## config.mk

```make
export PLATFORM = sky130hd
export DESIGN_NAME = add_accum_pipe
export DESIGN_NICKNAME = d
export VERILOG_FILES = /design/src/rtl/add_accum_pipe.sv
export SDC_FILE = /design/constraint.sdc
export NUM_CORES = 1
export LEC_CHECK = 0
export ABC_AREA = 0
export CAP_MARGIN = 20
export CORE_MARGIN = 4
export CORE_UTILIZATION = 25
export DETAILED_ROUTE_END_ITERATION = 6
export PLACE_DENSITY = 0.43
export REMOVE_ABC_BUFFERS = 1
export SKIP_LAST_GASP = 1
export SLEW_MARGIN = 20
export SYNTH_ARGS = -nofsm -noshare
export SYNTH_HDL_FRONTEND = slang
export SYNTH_SLANG_ARGS = --single-unit
```

## constraint.sdc

```tcl
create_clock -name clk -period 8 [get_ports clk]
set_clock_uncertainty 0.1 [all_clocks]
set_input_delay 1.6 -clock clk [delete_from_list [all_inputs] [get_ports clk]]
set_output_delay 1.6 -clock clk [all_outputs]
set_load 0.05 [all_outputs]
```

## src/rtl/add_accum_pipe.sv

```systemverilog
// Add/saturate/subtract/accumulate unit whose results are queued in a small FIFO.
// An accepted operation is written to the FIFO on the same edge, so results appear one cycle after acceptance.
module add_accum_pipe #(
  parameter int WIDTH = 8,
  parameter int DEPTH = 4
) (
  input  logic                       clk,
  input  logic                       rst,
  input  logic [WIDTH-1:0]           a,
  input  logic [WIDTH-1:0]           b,
  input  logic [1:0]                 mode,
  input  logic                       in_valid,
  output logic                       in_ready,
  input  logic                       acc_clr,
  output logic [WIDTH-1:0]           res,
  output logic                       flag,
  output logic                       out_valid,
  input  logic                       out_ready,
  output logic [$clog2(DEPTH):0]     count
);

  localparam int PW = $clog2(DEPTH);
  localparam logic [PW:0] FULL_CNT = (PW+1)'(DEPTH);

  logic [WIDTH-1:0] acc;
  logic [WIDTH-1:0] mem_res [DEPTH];
  logic             mem_flag [DEPTH];
  logic [PW-1:0]    wr_ptr;
  logic [PW-1:0]    rd_ptr;
  logic [PW:0]      cnt;

  logic             push;
  logic             pop;
  logic [WIDTH-1:0] acc_base;
  logic [WIDTH:0]   add_sum;
  logic [WIDTH:0]   acc_sum;
  logic [WIDTH-1:0] op_res;
  logic             op_flag;

  // Reset masks both handshakes so nothing is accepted or popped on a reset edge.
  assign out_valid = !rst && (cnt != '0);
  assign in_ready  = !rst && ((cnt < FULL_CNT) || out_ready);
  assign push      = in_valid && in_ready;
  assign pop       = out_valid && out_ready;
  assign count     = cnt;
  assign res       = out_valid ? mem_res[rd_ptr] : '0;
  assign flag      = out_valid ? mem_flag[rd_ptr] : 1'b0;

  always_comb begin
    acc_base = acc_clr ? '0 : acc;
    add_sum  = {1'b0, a} + {1'b0, b};
    acc_sum  = {1'b0, acc_base} + {1'b0, a};
    op_res   = '0;
    op_flag  = 1'b0;
    case (mode)
      2'b00: begin
        op_res  = add_sum[WIDTH-1:0];
        op_flag = add_sum[WIDTH];
      end
      2'b01: begin
        op_res  = add_sum[WIDTH] ? '1 : add_sum[WIDTH-1:0];
        op_flag = add_sum[WIDTH];
      end
      2'b10: begin
        if (a >= b) op_res = a - b;
        else        op_flag = 1'b1;
      end
      default: begin
        op_res  = acc_sum[WIDTH-1:0];
        op_flag = acc_sum[WIDTH];
      end
    endcase
  end

  always_ff @(posedge clk) begin
    if (rst) begin
      wr_ptr <= '0;
      rd_ptr <= '0;
      cnt    <= '0;
      acc    <= '0;
    end else begin
      if (push) wr_ptr <= wr_ptr + 1'b1;
      if (pop)  rd_ptr <= rd_ptr + 1'b1;
      case ({push, pop})
        2'b10:   cnt <= cnt + 1'b1;
        2'b01:   cnt <= cnt - 1'b1;
        default: cnt <= cnt;
      endcase
      if (push && mode == 2'b11) acc <= acc_sum[WIDTH-1:0];
      else if (acc_clr)          acc <= '0;
    end
  end

  // Storage needs no reset; the outputs are gated by out_valid.
  always_ff @(posedge clk) begin
    if (push) begin
      mem_res[wr_ptr]  <= op_res;
      mem_flag[wr_ptr] <= op_flag;
    end
  end

endmodule

```

=== After elaboration in Yosys (flattened, before gate mapping) ===
Memories as Yosys holds them, arrays and structs flattened. A register that Yosys moved wholly into a read port is not among the register bits.
Index checks and enable logic that the tools add are counted.

* $add $sub $neg: 7
* $mul: 0
* Div/mod/pow operators: 0
* Order comparisons: 2
* Equality and inequality tests: 5
* Shift operators: 0
* Multiplexer cells: 16
* Bitwise gates (word level): 0
* Reduce and logical (&&, ||, !) cells: 11

{| class="wikitable"
|+ Operators with widths
! kind !! count
|-
| 8-bit two-way mux || 5
|-
| 8-bit case mux with 3 select lines || 1
|-
| 8-bit by 8-bit adder with 9-bit output || 2
|-
| 8-bit greater-or-equal comparator || 1
|-
| 2-bit two-way mux || 4
|-
| 8-bit subtractor || 1
|-
| 2-bit == test (second input constant) || 3
|-
| 3-bit case mux with 2 select lines || 1
|-
| 1-bit logical AND || 5
|-
| 2-bit by 1-bit adder with 2-bit output (second input constant) || 2
|-
| 2-bit by 1-bit == test with 1-bit output (second input constant) || 2
|-
| 1-bit two-way mux || 4
|-
| 3-bit by 1-bit adder with 3-bit output (second input constant) || 1
|-
| 3-bit less-than comparator (second input constant) || 1
|-
| 3-bit nonzero test || 1
|-
| 3-bit by 1-bit subtractor with 3-bit output (second input constant) || 1
|-
| 2-bit zero test || 1
|-
| 1-bit case mux with 2 select lines || 1
|-
| 2-bit nonzero test || 1
|-
| 2-bit OR reduction || 1
|-
| 1-bit zero test || 1
|-
| 1-bit logical OR || 1
|}

* Register bits: 15
* Bits in latches: 0
* Memory bits (writable): 36
* ROM bits: 0
* Input port bits: 23
* Output and inout bits: 14
* Memories: 2

{| class="wikitable"
|+ Memories
! name !! depth !! bits a word !! read ports !! clocked after Yosys merged registers in !! write ports !! RTL line !! source
|-
| mem_res || 4 || 8 || 1 || 1 || 1 || 26 || <nowiki>logic [WIDTH-1:0] mem_res [DEPTH];</nowiki>
|-
| mem_flag || 4 || 1 || 1 || 1 || 1 || 27 || <nowiki>logic mem_flag [DEPTH];</nowiki>
|}

=== Longest topological paths before layout ===
Gate-level depths: netlist of run 1.

* Depth after elaboration: 6
* Gate-level depth with buffers: 11

=== Worst setup path before layout of run 1 ===
No wires, ideal clock.

* Path kind: input to output
* Start point: in rst
* End point: out flag
* Arrival: 3.142 ns
* Data required time: 6.300 ns
* Slack: 3.158 ns
* Stages: 3
* Path buffers: 1
* Path through: buf_2 > nor2_1 > and2_1

* Cells in the longest elaborated chain, start to end: 3

{| class="wikitable"
|+ RTL lines
! element !! RTL line !! source
|-
| start, declared || 8 || <nowiki>input logic rst,</nowiki>
|-
| 1-bit zero test || 41 || <nowiki>assign out_valid = !rst && (cnt != '0);</nowiki>
|-
| 1-bit logical AND || 41 ||
|-
| net out_valid || 17 || <nowiki>output logic out_valid,</nowiki>
|-
| 1-bit two-way mux || 47 || <nowiki>assign flag = out_valid ? mem_flag[rd_ptr] : 1'b0;</nowiki>
|-
| end, declared || 16 || <nowiki>output logic flag,</nowiki>
|}

The timed path passes the listed nets, and every way through them passes these cells.

=== Worst setup path after layout of run 1 ===
* Start point: in rst
* End point: out res[3]

* Cells in the longest elaborated chain, start to end: 3

{| class="wikitable"
|+ RTL lines
! element !! RTL line !! source
|-
| 1-bit zero test || 41 ||
|-
| 1-bit logical AND || 41 ||
|-
| 8-bit two-way mux || 46 || <nowiki>assign res = out_valid ? mem_res[rd_ptr] : '0;</nowiki>
|-
| end, declared || 15 || <nowiki>output logic [WIDTH-1:0] res,</nowiki>
|}

No other way between the ends.

==> summary.md, run 1 <==
| Metric | Value |
|---|---|
| Outcome | complete, no violations |
| Clock group share of total power | 32.6% |
| Leak | 1.51 nW |
| CP Buf/Inv Count | 3 |
| Setup repair bufs after CTS | 0 |
| Pwr dens | 180 nW/µm² |
| Starting DRC count in detailed routing | 137 |
| Core Region | 13200 µm² |
| Post-Syn Area per Cell | about 11 µm² |
| CP peak stage delay | 800 ps |
| H-tree depth | 2 |
| Crit path launch type | input port |
| HP Class | flop to flop |
| TritonCTS buffer count | 5 |
| Mapped Cells | 321 |
| Pre-antenna DRT Iters | 4 |
| EDFF count, synth | 36 |
| Sequential Power Share | around 43% |
| Rel. slew slack | roughly three fifths |
| CTS root buffer | clkbuf_16 |
| Crit Path Max Fanout | 19 |
| XOR/XNOR share of the synthesized area | under 10% |
| Synth Area in Simple Gates | between 10% and 20% |
| WP data arrival | 3690 ps |
| Final hold violations | 0 |
| Initial Utilization | 25.6% |
| Ys async rst share | 0% |
| Period utilization | 67.3% |
| Via density | 4.53 |
| # nets final | 409 |
| Synth Area in Compound Gates | 13.9% |
| Seq/Total Area, Yosys | about two fifths |
| Worst VDD drop | 75.0 µV |
| Synth Flop Type | edfxtp_1 |
| GRT overflow | 0 |
| Ports | 37 |
| Synth Area in Adders | 13.1% |
| Worst path most repeated cell | clkdlybuf4s50_1 |
| Hold Buf Count CTS | 0 |
| # clock sinks | 53 |
| Main combinational cell family by area after synthesis | simple AND/OR/NAND/NOR gates |
| CTS tree | yes |
| YS warnings | 0 |
| Die area | 15500 µm² |
| Internal power | roughly 0.53 mW |
| CTS clk-pin slew, worst paths | 60 ps |
| Final HPWL DP | 6050 µm |
| Worst-Skew Late Latency | 280 ps |
| Routed WL per cell | 14.3 µm |
| Library cells used by synthesis | 52 |
| Most frequent cells in the layout | clkdlybuf4s50_1, edfxtp_1, ha_1 |
| Final wirelength | 7590 µm |
| R2R depth | 9 |
| Final Power | about 0.73 mW |
| Max-cap viol count | 0 |
| Layout cells sized above 1 | 7.06% |
| Hold_ws | between 400 and 500 ps |
| GP Congestion | approximately 0.80 |
| Fin util | 30.8% |
| Crit Path Class | input port to output port |
| Antenna fix cells | 0 |
| Critical path required time | 6300 ps |
| Layout area overhead | 20.5% |
| Final ANT Viol Nets | 0 |
| Depth of the worst hold-timing path | 2 |
| Pin count of the biggest net entering global routing | 20 |
| Psw | 0.203 mW |
| Unrepaired setup endpoints after global routing | false |
| Yosys reg bits | 53 |
| Remaining DRCs | 0 |
| Placed cell count | 522 |
| Die W | 124 µm |
| Max-slew violations | 0 |
| Number of global-route vias before repair | around 2300 |
| Crit-path cells | clkdlybuf4s50_1 > buf_4 > nor2_1 > and2_1 > clkdlybuf4s50_1 |
| Setup TNS | 0 ps |
| Row Count | between 40 and 50 |
| Comb power frac | around a quarter |
| Height of the die | 124 µm |
| CTS resizes | 0 |
| Fin cells | 530 |
| Multiplexer share of the synthesized area | 6.88% |
| FILL cells | between 1000 and 1500 |
| Max Root-Sink Buffers | 2 |
| Initial antenna violation count | 0 |
| Finish-stage setup viols | 0 |
| Fmax | 0.186 GHz |
| Cell family with most CP delay | buffers and inverters |
| Crit. End Element | output port |
| Sw frac | 27.6% |
| Overall Global Routing Usage | 9.92% |
| Area of the mapped netlist | roughly 3400 µm² |
| CP max-delay cell | clkdlybuf4s50_1 |
| Worst slew pin tran | 625 ps |
| Vias post-DR | 2400 |
| Buffers on Ports | 36 |
| Min Tclk post-route | between 5000 and 6000 ps |
| Levels on crit path | 5 |
| First-pass GRT wire length | ~12000 µm |
[per-stage QoR]
stage,cell area (µm²),setup WS [ps]
floorplan,3320,3330
global placement,3910,2630
detailed placement,3910,2520
CTS,4080,2530
global route,4080,2400
finish,4080,2610
[synth_stat cells, types with 2 or more instances]
library cell | instances | share of area, %
or3_1 | 3 | 0.55
o21ai_0 | 8 | 1.2
o32a_1 | 2 | 0.59
edfxtp_1 | 36 | 32
a21oi_1 | 27 | 4.0
nand2_1 | 21 | 2.3
and2_1 | 10 | 1.8
inv_1 | 23 | 2.6
buf_2 | 4 | 0.59
nand2b_1 | 3 | 0.55
and3_1 | 5 | 0.92
nor3_1 | 10 | 1.5
clkbuf_1 | 5 | 0.55
dfxtp_1 | 17 | 10
nand3_1 | 3 | 0.44
mux4_2 | 9 | 6.0
o31ai_1 | 5 | 1.1
nor2_2 | 2 | 0.37
xnor2_1 | 11 | 2.8
a21o_1 | 7 | 1.6
mux2i_1 | 3 | 0.89
nor2b_1 | 13 | 2.4
a31oi_1 | 3 | 0.55
xor2_1 | 8 | 2.1
o21bai_1 | 2 | 0.44
ha_1 | 29 | 11
nor2_1 | 17 | 1.9
o22ai_1 | 3 | 0.55
nor4_1 | 3 | 0.55
o22a_1 | 4 | 1.0
fa_1 | 4 | 2.4
[final cells by class]
type / instances / area [µm²] / share of cell area (%)
timing repair buffer: 37 / 368 / 9.02
multi-input combinational: 232 / 1810 / 44.4
clock buffer: 6 / 129 / 3.16
clock inverter: 2 / 38.8 / 0.951
inverter: 24 / 90.1 / 2.21
tap: 176 / 220 / 5.40
sequential: 53 / 1420 / 34.8
[layer usage]
metal / GRT usage [%] / share of wire, %
met1: 13.4 / 48
met2: 16.8 / 48
met3: 1.63 / 2.5
met4: 2.06 / 0.95
met5: 0 / 0
[power groups by stage]
stage	registers (mW)	clock network [mW]	logic [mW]
after floorplan	0.327	0	0.114
after CTS	0.318	0.245	0.180
after global placement	0.323	0	0.178
after detailed placement	0.324	0	0.179
final	0.317	0.239	0.177
after global routing	0.319	0.260	0.195
[cells by family (layout without fill, tap and decap cells)]
family	after synthesis	after routing
mux	12	12
xor+xnor	19	19
compound gates	72	72
buf+inv	36	69
flops	53	53
simple gates	96	96
fa+ha+maj	33	33
[state kept, by name (all words and copies together), names as in the netlist, named ones only]
register and cells:
mem_res 32, count 3, mem_flag 4, rd_ptr 2, wr_ptr 2, acc 8
[worst reg2reg max path: cells and delay by family (launching register included)]
| family | cells | cell delay, ps |
|---|---|---|
| AO/OA/AOI/OAI | 4 | 920 |
| AND/OR/NAND/NOR | 3 | 480 |
| flip-flops | 1 | 290 |
| adder cells (fa/ha/maj) | 2 | 650 |
[path summary, 6_finish.rpt]
check	startpoint	to	slack [ps]
min reg2reg	rd_ptr[1]	rd_ptr[1]	430
max	rst	res[3]	2610
max reg2reg	acc[0]	mem_flag[3]	5270
min	rd_ptr[1]	rd_ptr[1]	430
(Power assumes the default switching activity.)
==> run 2, diff against run 1 <==
--- a/config.mk
+++ b/config.mk
@@ -10,7 +10,7 @@
 export CORE_MARGIN = 4
 export CORE_UTILIZATION = 25
 export DETAILED_ROUTE_END_ITERATION = 6
-export PLACE_DENSITY = 0.43
+export PLACE_DENSITY = 0.44
 export REMOVE_ABC_BUFFERS = 1
 export SKIP_LAST_GASP = 1
 export SLEW_MARGIN = 20
==> constraint.sdc (replaced) <==
create_clock -name clk -period 4.39 [get_ports clk]
set_clock_uncertainty 0.1 [all_clocks]
set_input_delay 0.878 -clock clk [delete_from_list [all_inputs] [get_ports clk]]
set_output_delay 0.878 -clock clk [all_outputs]
set_load 0.05 [all_outputs]
==> summary.md, run 2 (same netlist as run 1, synthesis figures left out) <==
| Metric | Value |
|---|---|
| Setup repair bufs after CTS | 0 (unchanged) |
| Fin cells | 532 (+0.38%) |
| Final HPWL DP | 6200 µm (+2.5%) |
| Routed WL per cell | 14.6 µm (+1.6%) |
| Dpl cell area | 3900 µm² (-0.26%) |
| Commonest non-fill, non-tap cell in the layout | edfxtp_1 |
| # clock sinks | 53 (unchanged) |
| Core Region | 13200 µm² (unchanged) |
| Starting DRC count in detailed routing | 123 (-10%) |
| Pin count of the biggest net entering global routing | 20 (unchanged) |
| Min Tclk post-route | 3540 ps |
| Final Power | 1.28 mW (+75%) |
| CTS resizes | 0 (unchanged) |
| Hold_ws | 435 ps (+6.77 ps) |
| Crit Path Max Fanout | 19 (unchanged) |
| Unrepaired setup endpoints after global routing | false |
| Layout area overhead | 19.5% |
| Rel. slew slack | 57.3% (-1.0 points) |
| Worst-Skew Late Latency | 280 ps (about the same) |
| Crit-path cells | clkdlybuf4s50_1 > buf_4 > a21oi_2 > clkdlybuf4s50_1 |
| Pwr dens | 317 nW/µm² (+76%) |
| CP max-delay cell | clkdlybuf4s50_1 |
| Pre-antenna DRT Iters | 4 (unchanged) |
| Initial antenna violation count | 0 (unchanged) |
| Via density | 4.42 (-2.4%) |
| WP data arrival | 2560 ps (-1130 ps) |
| Crit. End Element | output port |
| Initial Utilization | 25.6% (unchanged) |
| Crit Path Class | input port to output port |
| R2R depth | 9 (unchanged) |
| CTS root buffer | clkbuf_16 |
| Ports | 37 (unchanged) |
| Height of the die | 124 µm (unchanged) |
| GP Congestion | 0.791 (-0.57%) |
| CTS tree | yes |
| CTS clk-pin slew, worst paths | 70 ps (about the same) |
| Number of global-route vias before repair | 2368 (+0.98%) |
| # nets final | 411 (+0.49%) |
| Final ANT Viol Nets | 0 (unchanged) |
| Max-slew violations | 0 (unchanged) |
| Remaining DRCs | 0 (unchanged) |
| Setup TNS | 0 ps (unchanged) |
| Layout cells sized above 1 | 10.4% (+3.3 points) |
| Critical path required time | 3410 ps (-2890 ps) |
| Max reg flops | 32 (unchanged) |
| Outcome | complete, no violations |
| Die area | 15500 µm² (unchanged) |
| Max Root-Sink Buffers | 2 (unchanged) |
| Overall Global Routing Usage | 9.80% (-0.12 points) |
| Antenna fix cells | 0 (unchanged) |
| Placed cell count | 524 (+0.38%) |
| Final hold violations | 0 (unchanged) |
| GRT overflow | 0 (unchanged) |
| Row Count | 42 (unchanged) |
| Most frequent cells in the layout | edfxtp_1, ha_1, a21oi_1 |
| Die W | 124 µm (unchanged) |
| Top reg by flops | mem_res |
| Worst slew pin tran | 640 ps (+15.6 ps) |
| Final Instance Area | 4050 µm² (-0.83%) |
| TritonCTS buffer count | 5 (unchanged) |
| Largest regs | mem_res x32, acc x8, mem_flag x4 |
| Depth of the worst hold-timing path | 2 (unchanged) |
| Buffers on Ports | 36 (unchanged) |
| Finish-stage setup viols | 0 (unchanged) |
| Crit path launch type | input port |
| Worst path most repeated cell | clkdlybuf4s50_1 |
| Final wirelength | 7750 µm (+2.0%) |
| HP Class | flop to flop |
| H-tree depth | 2 (unchanged) |
| CP peak stage delay | 850 ps (+50 ps) |
| Period utilization | about 80% |
| Hold Buf Count CTS | 0 (unchanged) |
| Leak | 1.52 nW (+0.72%) |
| Worst VDD drop | 216 µV (+190%) |
| Max-cap viol count | 0 (unchanged) |
| Fmax | 0.283 GHz |
| Vias post-DR | 2352 (-2.0%) |
| First-pass GRT wire length | 12300 µm (-0.50%) |
## run 2: cell count changes in the layout (fill, tap and decap cells not counted)
cell / before / now
clkinvlp_4: 0 / 2
buf_4: 1 / 13
clkinv_4: 1 / 0
clkdlybuf4s50_1: 36 / 26
bufinv_16: 1 / 0
## run 2: final timing paths
| kind | slack [ps] | end | startpoint |
|---|---|---|---|
| max | 850 | in_ready | rst |
| min | 430 | rd_ptr[1] | rd_ptr[1] |
| max reg2reg | 1740 | mem_flag[3] | acc[0] |
| min reg2reg | 430 | rd_ptr[1] | rd_ptr[1] |
## run 2: worst max-delay path: cells and delay by family
| kind | cells | cell delay, ps |
|---|---|---|
| buffers and inverters | 3 | 1450 |
| AOI/OAI and AO/OA | 1 | 230 |
## run 2: power by group
group / total, mW / switching (mW) / internal (mW)
Clock: 0.381 / 0.169 / 0.212
Sequential: 0.578 / 0.0128 / 0.565
Combinational: 0.322 / 0.192 / 0.130
Total: 1.28 / 0.374 / 0.907
## run 2: cell type report
cell class              instances  area, µm²
clock buffers                   6        129
well taps                     176        220
inverters                      24       90.1
repair buffers                 39        358
clock inverters                 2       15.0
multi-input cells             232       1810
flip-flops and latches         53       1420
fillers                      1382       9200
## run 2: metrics by stage
step                utilization (%)  worst slack (ps)
floorplan                         -              1160
global placement               29.5               587
detailed placement             29.5               599
CTS                            30.5               835
global route                   30.5               665
finish                         30.5               851
## run 2: metal layers
metal	share of wire (%)	vias to the layer above	wire, µm	track usage (%)
met2	45	31	3500	15.9
met4	1.7	0	129	2.58
met5	0	-	0	0
met1	51	1087	3940	13.4
li1	-	1226	-	-
met3	2.2	8	171	1.84
